===== src/rtl/data_mem_sequencer.sv =====
// MEM-stage access unit for the byte-wide data segment port.
// Splits 16-bit loads/stores into two little-endian byte cycles, range-checks, and stalls while busy.
module data_mem_sequencer #(
    parameter int WIDTH   = 16,
    parameter int RAMSIZE = 4
) (
    input  logic             clk,
    input  logic             reset,
    input  logic             req_valid,
    input  logic             req_write,
    input  logic             req_word,
    input  logic [WIDTH-1:0] req_addr,
    input  logic [WIDTH-1:0] req_wdata,
    output logic             stall,
    output logic             resp_valid,
    output logic [WIDTH-1:0] resp_rdata,
    output logic             resp_err,
    output logic             mem_we,
    output logic [WIDTH-1:0] mem_addr,
    output logic [WIDTH-1:0] mem_wd,
    input  logic [WIDTH-1:0] mem_rd
);
    // state | meaning
    // IDLE  | waiting for a request; range check happens on accept
    // BYTE0 | low byte access at addr_q
    // BYTE1 | high byte access at addr_q+1 (word accesses only)
    // RESP  | one-cycle response; upstream advances
    typedef enum logic [1:0] {IDLE, BYTE0, BYTE1, RESP} state_t;

    localparam logic [WIDTH:0] SEG_END = (WIDTH+1)'(3 * RAMSIZE);

    state_t           state, state_next;
    logic             write_q, word_q, err_q;
    logic [WIDTH-1:0] addr_q, wdata_q, rdata_q;
    logic [WIDTH:0]   last;
    logic             range_err;
    logic             unused_rd_hi;

    // Extra bit keeps 0xFFFF+1 from wrapping back into the segment.
    assign last         = {1'b0, req_addr} + {{WIDTH{1'b0}}, req_word};
    assign range_err    = (last >= SEG_END);
    assign unused_rd_hi = ^mem_rd[WIDTH-1:8];

    always_ff @(posedge clk) begin
        if (reset) begin
            state <= IDLE;
        end else begin
            state <= state_next;
        end
    end

    always_ff @(posedge clk) begin
        if (reset) begin
            write_q <= 1'b0;
            word_q  <= 1'b0;
            err_q   <= 1'b0;
            addr_q  <= '0;
            wdata_q <= '0;
            rdata_q <= '0;
        end else begin
            case (state)
                IDLE: begin
                    if (req_valid) begin
                        write_q <= req_write;
                        word_q  <= req_word;
                        addr_q  <= req_addr;
                        wdata_q <= req_wdata;
                        err_q   <= range_err;
                        rdata_q <= '0;
                    end
                end
                BYTE0: begin
                    if (!write_q) begin
                        rdata_q[7:0] <= mem_rd[7:0];
                    end
                end
                BYTE1: begin
                    if (!write_q) begin
                        rdata_q[15:8] <= mem_rd[7:0];
                    end
                end
                default: ;
            endcase
        end
    end

    always_comb begin
        state_next = state;
        stall      = 1'b0;
        resp_valid = 1'b0;
        resp_rdata = '0;
        resp_err   = 1'b0;
        mem_we     = 1'b0;
        mem_addr   = '0;
        mem_wd     = '0;
        case (state)
            IDLE: begin
                stall = req_valid;
                if (req_valid) begin
                    state_next = range_err ? RESP : BYTE0;
                end
            end
            BYTE0: begin
                stall    = 1'b1;
                mem_addr = addr_q;
                mem_we   = write_q;
                if (write_q) begin
                    mem_wd = {{(WIDTH-8){1'b0}}, wdata_q[7:0]};
                end
                state_next = word_q ? BYTE1 : RESP;
            end
            BYTE1: begin
                stall    = 1'b1;
                mem_addr = addr_q + WIDTH'(1);
                mem_we   = write_q;
                if (write_q) begin
                    mem_wd = {{(WIDTH-8){1'b0}}, wdata_q[15:8]};
                end
                state_next = RESP;
            end
            RESP: begin
                resp_valid = 1'b1;
                resp_rdata = rdata_q;
                resp_err   = err_q;
                state_next = IDLE;
            end
            default: state_next = IDLE;
        endcase
        // Outputs are quiet during reset so an interrupted store writes nothing more.
        if (reset) begin
            stall      = 1'b0;
            resp_valid = 1'b0;
            resp_rdata = '0;
            resp_err   = 1'b0;
            mem_we     = 1'b0;
            mem_addr   = '0;
            mem_wd     = '0;
        end
    end
endmodule

===== config.mk =====
export PLATFORM = sky130hd
export DESIGN_NAME = data_mem_sequencer
export DESIGN_NICKNAME = d
export VERILOG_FILES = /design/src/rtl/data_mem_sequencer.sv
export SDC_FILE = /design/constraint.sdc
export NUM_CORES = 1
export LEC_CHECK = 0
export CAP_MARGIN = 20
export CORE_ASPECT_RATIO = 1.25
export CORE_MARGIN = 2
export CORE_UTILIZATION = 30
export DETAILED_ROUTE_END_ITERATION = 7
export PLACE_DENSITY_LB_ADDON = 0.12
export SLEW_MARGIN = 20
export SYNTH_ARGS = -nofsm -noshare
export SYNTH_HDL_FRONTEND = slang
export SYNTH_SLANG_ARGS = --single-unit

===== constraint.sdc =====
create_clock -name clk -period 2.5 [get_ports clk]
set_clock_uncertainty 0.2 [all_clocks]
set_input_delay 0.375 -clock clk [delete_from_list [all_inputs] [get_ports clk]]
set_output_delay 0.375 -clock clk [all_outputs]
set_load 0.05 [all_outputs]

==> After elaboration in Yosys (flattened, before gate mapping) <==
Cells that the tools add are included.
{ "word_totals": {"ramBits": 0, "in_bits": 53, "mem_bits_ro": 0, "n_memories": 0, "wordCells": 48, "reg_bits": 53, "latch_bits": 0} }
{ "classes": {"order_cmp": 1, "eq_ne": 6, "div": 0, "n_shift": 0, "n_mul": 0, "addsub": 2, "n_reduce_logical": 7, "n_mux": 24, "bitwise_logic": 0} }
{ "ops": {"columns": ["operator", "count"], "rows": [
  ["16-bit two-way mux", 5],
  ["8-bit one-hot mux with 2 select lines", 3],
  ["16-bit one-hot mux with 2 select lines", 1],
  ["8-bit two-way mux", 3],
  ["16-bit by 1-bit adder with 17-bit output", 1],
  ["17-bit by 4-bit >= comparator with 1-bit output (second input constant)", 1],
  ["16-bit by 1-bit adder with 16-bit output (second input constant)", 1],
  ["1-bit two-way mux", 8],
  ["2-bit one-hot mux with 4 select lines", 1],
  ["2-bit != test (second input constant)", 3],
  ["3-bit AND reduction", 2],
  ["2-bit == test (second input constant)", 2],
  ["2-bit two-way mux", 2],
  ["2-bit nonzero test", 2],
  ["2-bit by 1-bit == test with 1-bit output (second input constant)", 1],
  ["2-bit zero test", 1],
  ["1-bit one-hot mux with 2 select lines", 1],
  ["2-bit AND reduction", 1],
  ["2-bit OR reduction", 1]
]} }

==> Longest topological paths before layout <==
{ "logic_depth": {"depth_word": 5, "depth_mapped": 8, "mapped_depth_nobuf": 8} }

==> Least setup slack after synthesis <==
No wires, ideal clock.
{ "synth_path": {"path_type": "register -> output", "start": "register addr_q[0]", "end": "output mem_addr[14]", "path_stages_with_launch": 6, "required_ns": 1.925, "path_buffers": 0, "t_arrival_ns": 2.606, "slack_ns": -0.681, "cell_sequence": "dfxtp_1 > ha_1 > nand2_1 > nor4_1 > a41oi_1 > a311oi_1"} }
{ "synth_via": {"elab_chain_len": 3} }
{ "synth_rtl": {"columns": ["item", "line", "text"], "rows": [
  ["start, declared", "34", "logic [WIDTH-1:0] addr_q, wdata_q, rdata_q;"],
  ["start signal, assigned", "66", "addr_q <= req_addr;"],
  ["16-bit by 1-bit adder with 16-bit output", "114", "mem_addr = addr_q + WIDTH'(1);"],
  ["16-bit one-hot mux with 2 select lines", "96", "case (state)"],
  ["16-bit two-way mux", "130", "if (reset) begin"],
  ["end, declared", "19", "output logic [WIDTH-1:0] mem_addr,"]
]} }
No other way between the ends.

==> Worst setup path after layout <==
{ "layout_path": {"start": "register state[1]", "end": "output mem_addr[5]"} }
{ "layout_via": {"elab_chain_len": 3, "elab_cells_between_ends": 4, "cone_classes": "eq/ne: 2; mux: 2"} }
{ "layout_rtl": {"columns": ["item", "line", "text"], "rows": [
  ["start, declared", "32", "state_t state, state_next;"],
  ["start signal, assigned", "48", "state <= state_next;"],
  ["2-bit == test or 2-bit by 1-bit == test with 1-bit output (tied branches)", "96", null],
  ["16-bit one-hot mux with 2 select lines *", "96", null],
  ["16-bit two-way mux *", "130", null]
]} }
Mark *: on every way between the ends. The rest lies on a longest branch, timed or not.

==> results.txt <==
synth top area cells = dfxtp_1 (34%), nand2_1 (12%), a21oi_1 (9.7%)
mean post-synth cell area = 7.39 um2
hpwl dp = 6.86 mm
routed len/inst = 13.8 um
slew margin rel. = 66.0%
Vias/cell = 4.99
Yosys top cell area share = 34.1%
Internal Power = 2.08 mW
Post-synth EDFFs = 0
FMAX = 407 MHz
Root Driver = clkbuf_16
Sink Count = 53
clock buffer depth = 2
first-pass GRT wire length = 14.9 mm
Clock Power Share = 18.8%
P_sw = 1.60 mW
top-level I/O count = 105
post-synthesis sequential area ratio = 34.1%
Max stage delay on crit path = 420 ps
Post-synth ARST share = 0%
Storage cell area = 1080 um2
Worst path top cell family by delay = buffers and inverters
FP Rows = 41
Post-Synthesis Cell Area = 3110 um2
DRC violations left = 0
fin area = 5170 um2
DR iter-0 viols = 145
# Max-Cap Violations = 0
Comb pwr share = 50.0%
cell taking the most area after synthesis = dfxtp_1
Adder-Cell Fraction of Synth Area = 3.62%
vias in the first global route = 3089
antenna cell count = 0
cells after synthesis = 421
FILL cells = 952
count leader, synth = nand2_1
distinct cell type count after synthesis = 55
sequential power share = 31.2%
status = complete, no violations
worst-margin pin slew = 510 ps
GP Congestion = 0.822
Die X = 95.1 um
TritonCTS clock tree = built
detailed-route via count = 3299
Port-buffer cells = 88
area fraction in compound gates after synthesis = 23.9%
Worst Min Path Start = reset
Die Ht = 118 um
Seq cells post-synth = 53
Worst setup SP type = flop
Worst Path Required = 1920 ps
cell chain of the critical path = inv_1 > ha_1 > clkinv_2 > a311oi_2 > buf_12
Synth-to-Final Area Change = 66.2%
prevailing post-synth register cell = dfxtp_1
WS Path Type = flop to output pin
total global-route track usage = 16.4%
iteration count of the initial detailed-routing pass = 4
Clk pin slew, worst setup/hold paths = 70 ps
simple-gate area share of the yosys netlist = 30.6%
crit path buf inv count = 3
Final nets = 593
core area = 10100 um2
Post-synth top cells = nand2_1 (99), a21oi_1 (60), dfxtp_1 (53)
Pwr Density = 712 nW/um2
largest family of logic cells by synthesized area = simple AND/OR/NAND/NOR gates
Routed Wire Length = 9.09 mm
xor and xnor area share after synthesis = 1.41%
endpoints failing setup = 0
Max VDD drop = 0.466 mV
Antenna Nets Post-Route = 0
total congestion overflow = 0
layout cells sized above 1 = 28.9%
launch point of the critical path = state[1]$_SDFFE_PP0P_
Area after DPL = 4860 um2
CP Capture Type = output pin
Hold-fix buffers, CTS = 0
initial antenna violation count = 0
Leak = 1.87 nW
DIE AREA = 11200 um2
Final Cycle Share = 98.4%
CP max-delay cell = a311oi_2
Skew-Pair Late Insertion Delay = 290 ps
largest net degree at the start of global routing = 37
area occupied by multi-input gates = 2140 um2
H-tree depth = 2
worst r2r src = state[1]$_SDFFE_PP0P_
mux contribution to synthesized area = 0.322%
sw frac = 43.6%
min-delay worst type = input pin to flop
crit path time final = 2460 ps
RSZ-0062 raised after global routing = true
synth warn = 0
Arrival @ worst endpoint = 1880 ps
Final Hold Viols = 0
CTS buffer count = 5
Tot Pwr = 3.68 mW
Crit Path Max Fanout = 9
Slew Limit Fails = 0
initial core utilization = 30.8%
[cells in the final DEF, fill, tap and decap left out, types with 3 or more instances in the layout]
| master | n |
|---|---|
| a21oi_1 | 58 |
| a22oi_1 | 9 |
| a311oi_2 | 5 |
| a311oi_4 | 3 |
| a31oi_1 | 3 |
| a41oi_1 | 4 |
| and2_1 | 18 |
| and3_1 | 5 |
| buf_12 | 43 |
| buf_4 | 42 |
| clkbuf_16 | 5 |
| clkdlybuf4s50_1 | 43 |
| conb_1 | 8 |
| dfxtp_1 | 41 |
| dfxtp_2 | 10 |
| ha_1 | 7 |
| inv_1 | 4 |
| nand2_1 | 98 |
| nand3_1 | 25 |
| nand3_4 | 3 |
| nand3b_1 | 6 |
| nor2_1 | 9 |
| nor2_2 | 9 |
| nor2b_1 | 5 |
| o21ai_0 | 7 |
| xnor2_1 | 4 |
[registers in the layout (all words and copies together) (netlist names)]
name	count
rdata_q	16
wdata_q	16
write_q	1
err_q	1
addr_q	16
state	2
word_q	1
[final timing paths]
kind / cells after the start / slack, ps / endpoint
max: 5 / 40 / mem_addr[5]
min: 2 / 120 / write_q$_SDFFE_PP0P_
max reg2reg: 7 / 390 / rdata_q[0]$_SDFFE_PP0P_
min reg2reg: 2 / 250 / rdata_q[11]$_SDFFE_PP0P_
[layout make-up]
| cell class | count | share of cell area [%] |
|---|---|---|
| Multi-Input combinational cell | 335 | 41.3 |
| Clock inverter | 2 | 0.266 |
| Tap cell | 129 | 3.12 |
| Clock buffer | 6 | 2.49 |
| Sequential cell | 53 | 20.9 |
| Inverter | 6 | 0.460 |
| Timing Repair Buffer | 130 | 31.4 |
[power by group through the flow]
stage                     Sequential (mW)  Clock, mW  Combinational [mW]
after floorplan                      1.11          0                1.15
after global placement               1.13          0                1.74
after detailed placement             1.14          0                1.76
after CTS                            1.13      0.714                1.85
after global routing                 1.17      0.747                2.02
final                                1.15      0.693                1.84
[repair_timing]
action	in CTS	in global routing
gates resized for setup	24	13
pin swaps	4	6
endpoints found under the setup margin	19	20
setup buffers	0	1
[cells by family (layout without fill, tap and decap cells)]
| group | count (synthesis) | in the layout |
|---|---|---|
| DFF | 53 | 53 |
| other | 1 | 8 |
| muxes | 1 | 1 |
| xor gates and xnor gates | 5 | 5 |
| adders and majority gates | 9 | 9 |
| buffers and inverters | 40 | 144 |
| and+or+nand+nor | 198 | 198 |
| AOI/OAI and AO/OA | 114 | 114 |
[routing by layer]
layer | vias to the layer above | global-route usage, % | routed length, um
met4 | 0 | 4.71 | 133
met1 | 1506 | 22.2 | 4120
li1 | 1686 | - | -
met5 | - | 0 | 0
met2 | 99 | 26.9 | 4360
met3 | 8 | 2.18 | 468
[through the flow]
stage | utilization [%] | hold WS, ps | setup slack, ps | instances | setup TNS (ps)
finish | 51.1 | 125 | 40.5 | 661 | 0
global placement | 48.1 | 235 | -182 | 652 | -345
floorplan | - | 227 | -167 | 428 | -1700
detailed placement | 48.1 | 240 | -224 | 652 | -444
CTS | 50.7 | 121 | 9.03 | 660 | 0
global route | 51.1 | 133 | -73.7 | 661 | -346
(Power assumes the default switching activity.)
